## config.mk

```make
export PLATFORM = sky130hd
export DESIGN_NAME = cache_fill_ctrl
export DESIGN_NICKNAME = d
export VERILOG_FILES = /design/src/rtl/cache_fill_pkg.sv /design/src/rtl/fill_counter.sv /design/src/rtl/cache_fill_ctrl.sv
export SDC_FILE = /design/constraint.sdc
export NUM_CORES = 1
export LEC_CHECK = 0
export ABC_AREA = 1
export CAP_MARGIN = 10
export CORE_ASPECT_RATIO = 1.4
export CORE_MARGIN = 5
export CORE_UTILIZATION = 24
export CTS_CLUSTER_DIAMETER = 100
export DETAILED_ROUTE_END_ITERATION = 10
export HOLD_SLACK_MARGIN = 0.02
export PLACE_DENSITY_LB_ADDON = 0.05
export SLEW_MARGIN = 20
export SYNTH_ARGS = -nofsm -noshare
export SYNTH_HDL_FRONTEND = slang
export SYNTH_SLANG_ARGS = --single-unit
```

## constraint.sdc

```tcl
create_clock -name clk -period 2.49 [get_ports clk]
set_input_delay 0.498 -clock clk [delete_from_list [all_inputs] [get_ports clk]]
set_output_delay 0.498 -clock clk [all_outputs]
set_load 0.1 [all_outputs]
```

## src/rtl/cache_fill_pkg.sv

```systemverilog
// Shared types and width helpers for the cache line fill controller.
package cache_fill_pkg;

    typedef enum logic [1:0] {
        IDLE,
        ISSUE,
        WAIT,
        DONE
    } fill_state_t;

    function automatic int idx_width(input int words_per_line);
        return $clog2(words_per_line);
    endfunction

    function automatic int off_width(input int words_per_line, input int word_bytes);
        return $clog2(words_per_line * word_bytes);
    endfunction

    function automatic int wb_width(input int word_bytes);
        return $clog2(word_bytes);
    endfunction

endpackage

```

## src/rtl/fill_counter.sv

```systemverilog
// Up-counter with synchronous clear and enable; used for fill request/return tracking.
module fill_counter #(
    parameter int W = 4
) (
    input  logic         clk,
    input  logic         rst_n,
    input  logic         i_clr,
    input  logic         i_en,
    output logic [W-1:0] o_count
);

    logic [W-1:0] r_count;

    // NOTE: registers are written with <= so every flop samples the same pre-edge values.
    always_ff @(posedge clk) begin
        if (!rst_n || i_clr) begin
            r_count <= '0;
        end else if (i_en) begin
            r_count <= r_count + W'(1);
        end
    end

    assign o_count = r_count;

endmodule

```

## src/rtl/cache_fill_ctrl.sv

```systemverilog
// Cache line fill controller: issues per-word memory reads, writes returns into the line, then the tag.
// Define CACHE_FILL_CWF_EN to fetch the missed word first and wrap around the line.
module cache_fill_ctrl
    import cache_fill_pkg::*;
#(
    parameter int ADDR_W         = 16,
    parameter int WORD_BYTES     = 2,
    parameter int WORDS_PER_LINE = 8
) (
    input  logic                                 clk,
    input  logic                                 rst_n,
    input  logic                                 miss_detected,
    input  logic [ADDR_W-1:0]                    miss_address,
    output logic                                 fsm_busy,
    output logic                                 mem_rd_en,
    input  logic                                 mem_ready,
    output logic [ADDR_W-1:0]                    memory_address,
    input  logic                                 memory_data_valid,
    output logic                                 cache_wr_en,
    output logic [idx_width(WORDS_PER_LINE)-1:0] cache_wr_word,
    output logic                                 tag_wr_en,
    output logic [ADDR_W-1:0]                    fill_line_addr,
    output logic                                 fill_done
);

    localparam int IDX_W = idx_width(WORDS_PER_LINE);
    localparam int OFF_W = off_width(WORDS_PER_LINE, WORD_BYTES);
    localparam int WB_W  = wb_width(WORD_BYTES);
    localparam int CNT_W = IDX_W + 1;
    localparam logic [CNT_W-1:0]  LAST      = CNT_W'(WORDS_PER_LINE - 1);
    localparam logic [ADDR_W-1:0] LINE_MASK = {ADDR_W{1'b1}} << OFF_W;

    fill_state_t       r_state;
    fill_state_t       w_next_state;
    logic [ADDR_W-1:0] r_base;
    logic [IDX_W-1:0]  r_start;
    logic [IDX_W-1:0]  w_start;
    logic [CNT_W-1:0]  w_issue_cnt;
    logic [CNT_W-1:0]  w_rcv_cnt;
    logic [CNT_W-1:0]  w_issue_off;
    logic [IDX_W-1:0]  w_issue_idx;
    logic              w_capture;
    logic              w_accept;
    logic              w_rcv;
    logic              w_active;
    logic              w_last_rcv;

`ifdef CACHE_FILL_CWF_EN
    assign w_start = miss_address[OFF_W-1:WB_W];
`else
    assign w_start = '0;
`endif

    assign w_active   = (r_state == ISSUE) || (r_state == WAIT);
    assign w_capture  = (r_state == IDLE) && miss_detected;
    assign w_accept   = (r_state == ISSUE) && mem_ready;
    assign w_rcv      = w_active && memory_data_valid && (w_rcv_cnt < w_issue_cnt);
    assign w_last_rcv = w_rcv && (w_rcv_cnt == LAST);

    fill_counter #(.W(CNT_W)) issue_cnt (
        .clk     (clk),
        .rst_n   (rst_n),
        .i_clr   (w_capture),
        .i_en    (w_accept),
        .o_count (w_issue_cnt)
    );

    fill_counter #(.W(CNT_W)) rcv_cnt (
        .clk     (clk),
        .rst_n   (rst_n),
        .i_clr   (w_capture),
        .i_en    (w_rcv),
        .o_count (w_rcv_cnt)
    );

    always_ff @(posedge clk) begin
        if (!rst_n) begin
            r_state <= IDLE;
            r_base  <= '0;
            r_start <= '0;
        end else begin
            r_state <= w_next_state;
            if (w_capture) begin
                r_base  <= miss_address & LINE_MASK;
                r_start <= w_start;
            end
        end
    end

    // NOTE: next state is defaulted before the case so no path leaves it unassigned (no latch).
    always_comb begin
        w_next_state = r_state;
        case (r_state)
            IDLE:    if (miss_detected) w_next_state = ISSUE;
            ISSUE:   if (w_accept && (w_issue_cnt == LAST)) w_next_state = w_last_rcv ? DONE : WAIT;
            WAIT:    if (w_last_rcv) w_next_state = DONE;
            DONE:    w_next_state = IDLE;
            default: w_next_state = IDLE;
        endcase
    end

    // Outside ISSUE the address points at the last word requested, so it holds through WAIT.
    assign w_issue_off    = ((r_state == ISSUE) || (w_issue_cnt == '0)) ? w_issue_cnt
                                                                        : w_issue_cnt - CNT_W'(1);
    assign w_issue_idx    = IDX_W'({1'b0, r_start} + w_issue_off);
    assign memory_address = r_base | (ADDR_W'(w_issue_idx) << WB_W);
    assign mem_rd_en      = (r_state == ISSUE);
    assign cache_wr_en    = w_rcv;
    assign cache_wr_word  = IDX_W'({1'b0, r_start} + w_rcv_cnt);
    assign fsm_busy       = (r_state != IDLE);
    assign tag_wr_en      = (r_state == DONE);
    assign fill_done      = (r_state == DONE);
    assign fill_line_addr = r_base;

endmodule

```

==> metrics.md <==
| Metric | Value |
|---|---|
| Initial detailed-routing violation count | 7 |
| Global-route wire length before repair | 5130 um |
| Die height | 96.3 um |
| Flip-flop and latch area | 442 um2 |
| Overall global routing resource usage | 9.61% |
| Sequential area share after synthesis | 34.5% |
| DRT met1 WL | 1180 um |
| Hold depth | 2 |
| Hold Crit Start | fill_line_addr[15] |
| Fmax | 436 MHz |
| RSZ-0062 raised after global routing | false |
| Largest net degree at the start of global routing | 13 |
| Worst R2R Path Depth | 9 |
| Root Buffer | clkbuf_8 |
| Critical path origin | r_state[1] |
| Dpl hpwl | 2620 um |
| Clock skew | 2.10 ps |
| Critical Path AT | 1800 ps |
| Post-route DRC violation count | 0 |
| Met3 routed WL | 233 um |
| GPL Wtd Cong | 0.763 |
| Max Used Layer | met4 |
| Die outline width | 71.7 um |
| Fin nets | 247 |
| # IOs | 61 |
| Slew Limit Fails | 0 |
| Post-Route WL | 3160 um |
| Die ar. | 0.00690 mm2 |
| Status | completed |
| Post-DRT Antenna Nets | 0 |
| Core Rows | 31 |
| Synth Area in Compound Gates | 12.5% |
| Cell taking the most area after synthesis | dfxtp_1 |
| Final period utilization | 92.1% |
| CTS Sinks | 22 |
| Max clock buf depth | 2 |
| Max Cap Violations | 0 |
| Syn avg cell area | 7.30 um2 |
| Post-route design area | 0.00182 mm2 |
| Critical path buffer and inverter count | 3 |
| Synth area leaders | dfxtp_1, buf_4, ha_1, nor2_1, o21ai_0 |
| Initial antenna violation count | 0 |
| CP top delay family | buffers and inverters |
| Post-Place Setup Slack | 263 ps |
| CTS tree | yes |
| Crit end category | output port |
| Via-to-Cell Ratio | 4.14 |
| Post-Syn Instances | 175 |
| Avg WL per Cell | 11.3 um |
| Synthesized-area fraction occupied by adder cells | 10.8% |
| Hold buffer count at cts | 0 |
| Initial Utilization | 24.8% |
| Ratio of cells with drive above 1 in the final layout | 25.4% |
| Worst-path clk slew | 80 ps |
| Final hold slack | 510 ps |
| Post-Synth Simple-Gate Area | 21.2% |
| Reg2reg start | r_state[1] |
| Synth cell types | 22 |
| Critical path type | flop to output port |
| Most common cell after layout, fill and taps aside | buf_4 |
| CP Depth | 7 |
| Final min period | 2290 ps |
| Synthesized cell area | 0.00128 mm2 |
| Vias | 1154 |
| CTS H-Tree Depth | 1 |
| Setup TNS Final | 0 ps |
| Reg2reg setup slack | 760 ps |
| Crit path max-delay cell type | dfxtp_1 |
| WP data required | 1990 ps |
| #FFs+latches synth | 22 |
| Skew-Pair Late Insertion Delay | 260 ps |
| DRT Pass-1 Iters | 4 |
| Post-synthesis xor/xnor area fraction | 1.37% |
| Worst path cell trace | inv_1 -> ha_1 -> nand3_1 -> nor2_1 -> nand2_2 -> inv_2 -> buf_12 |
| Setup WS post-layout | 196 ps |
| Vias in the first global route | 1151 |
| Fillers | 527 |
| Port bufs | 51 |
| Crit-path max cell delay | 390 ps |
| Core area | 0.00516 mm2 |
| Largest family of logic cells by synthesized area | simple AND/OR/NAND/NOR gates |
| CTS buffer count | 3 |
| Area grow syn2layout | 42.5% |
| Ant. Diodes | 0 |
| Worst-path fanout max | 5 |
| Total gr overflow | 0 |
| CP Launch Type | flop |
| Most frequent cells in the layout | buf_4, nor2_1, dfxtp_1 |
| Final hold violation count | 0 |
| Top cell type's share of synthesized area | 34.5% |
| Hold Path Class | flop to flop |
| Setup-failing EPs final | 0 |
| Routed wl met2 | 1720 um |
| Ys Warns | 0 |
| Area of the multi-input gates | 661 um2 |
| Share of synthesized area spent on multiplexers | 0% |
| DP Area | 0.00178 mm2 |
-- final timing paths --
path | to
max | cache_wr_en
min | fill_line_addr[15]
max reg2reg | rcv_cnt.o_count[3]
min reg2reg | fill_line_addr[15]
-- Yosys cell counts --
library cell,number
nor2_1,32
o21bai_1,1
nand2_2,1
inv_1,20
inv_2,1
nor2_4,1
o21ai_0,19
dfxtp_1,22
nand4_1,1
nand2_1,19
a21oi_1,7
nor3_1,2
nand3_2,1
buf_4,21
ha_1,11
a21oi_2,1
clkbuf_1,3
conb_1,1
nand3_1,7
o21a_1,1
xor2_1,2
a31oi_1,1
-- worst min-delay path, delay by kind of cell (launching register included) --
family           cells  cell delay (ps)
DFF                  1              330
and+or+nand+nor      2              150
-- per-layer routing --
| metal | up-vias | GRT usage [%] |
|---|---|---|
| met4 | 0 | 4.39 |
| li1 | 602 | - |
| met1 | 512 | 9.91 |
| met5 | - | 0 |
| met3 | 2 | 2.40 |
| met2 | 38 | 18.0 |
-- stage by stage --
step / instances / util (%)
floorplan: 179 / -
CTS: 279 / 35.2
finish: 279 / 35.3
global placement: 276 / 34.4
detailed placement: 276 / 34.4
global route: 279 / 35.3
-- cell type report --
type,instances,share of cell area [%]
Multi-Input combinational cell,112,36.3
Clock buffer,3,2.27
Tap cell,66,4.54
Sequential cell,22,24.3
Timing Repair Buffer,55,28.3
Inverter,21,4.33
-- sequential cells by signal, summed over array words and instances (netlist names) --
register           flops
fill_line_addr        12
issue_cnt.o_count      4
r_state                2
rcv_cnt.o_count        4
-- kinds of logic (layout without fill, tap and decap cells) --
logic type               count (synthesis)  after routing
other                                    1              5
AND/OR/NAND/NOR                         64             64
adder cells (fa/ha/maj)                 11             11
AO/OA/AOI/OAI                           30             30
XOR/XNOR                                 2              2
flip-flops                              22             22
buffers and inverters                   45             79
-- repair_timing --
| action | in CTS | in global routing |
|---|---|---|
| gates resized for setup | 0 | 3 |
| setup endpoints to repair | 0 | 1 |
| setup buffers | 0 | 0 |
Power is not shown: default switching activity piles up to over one toggle a cycle in this logic, so the estimate is an artifact.
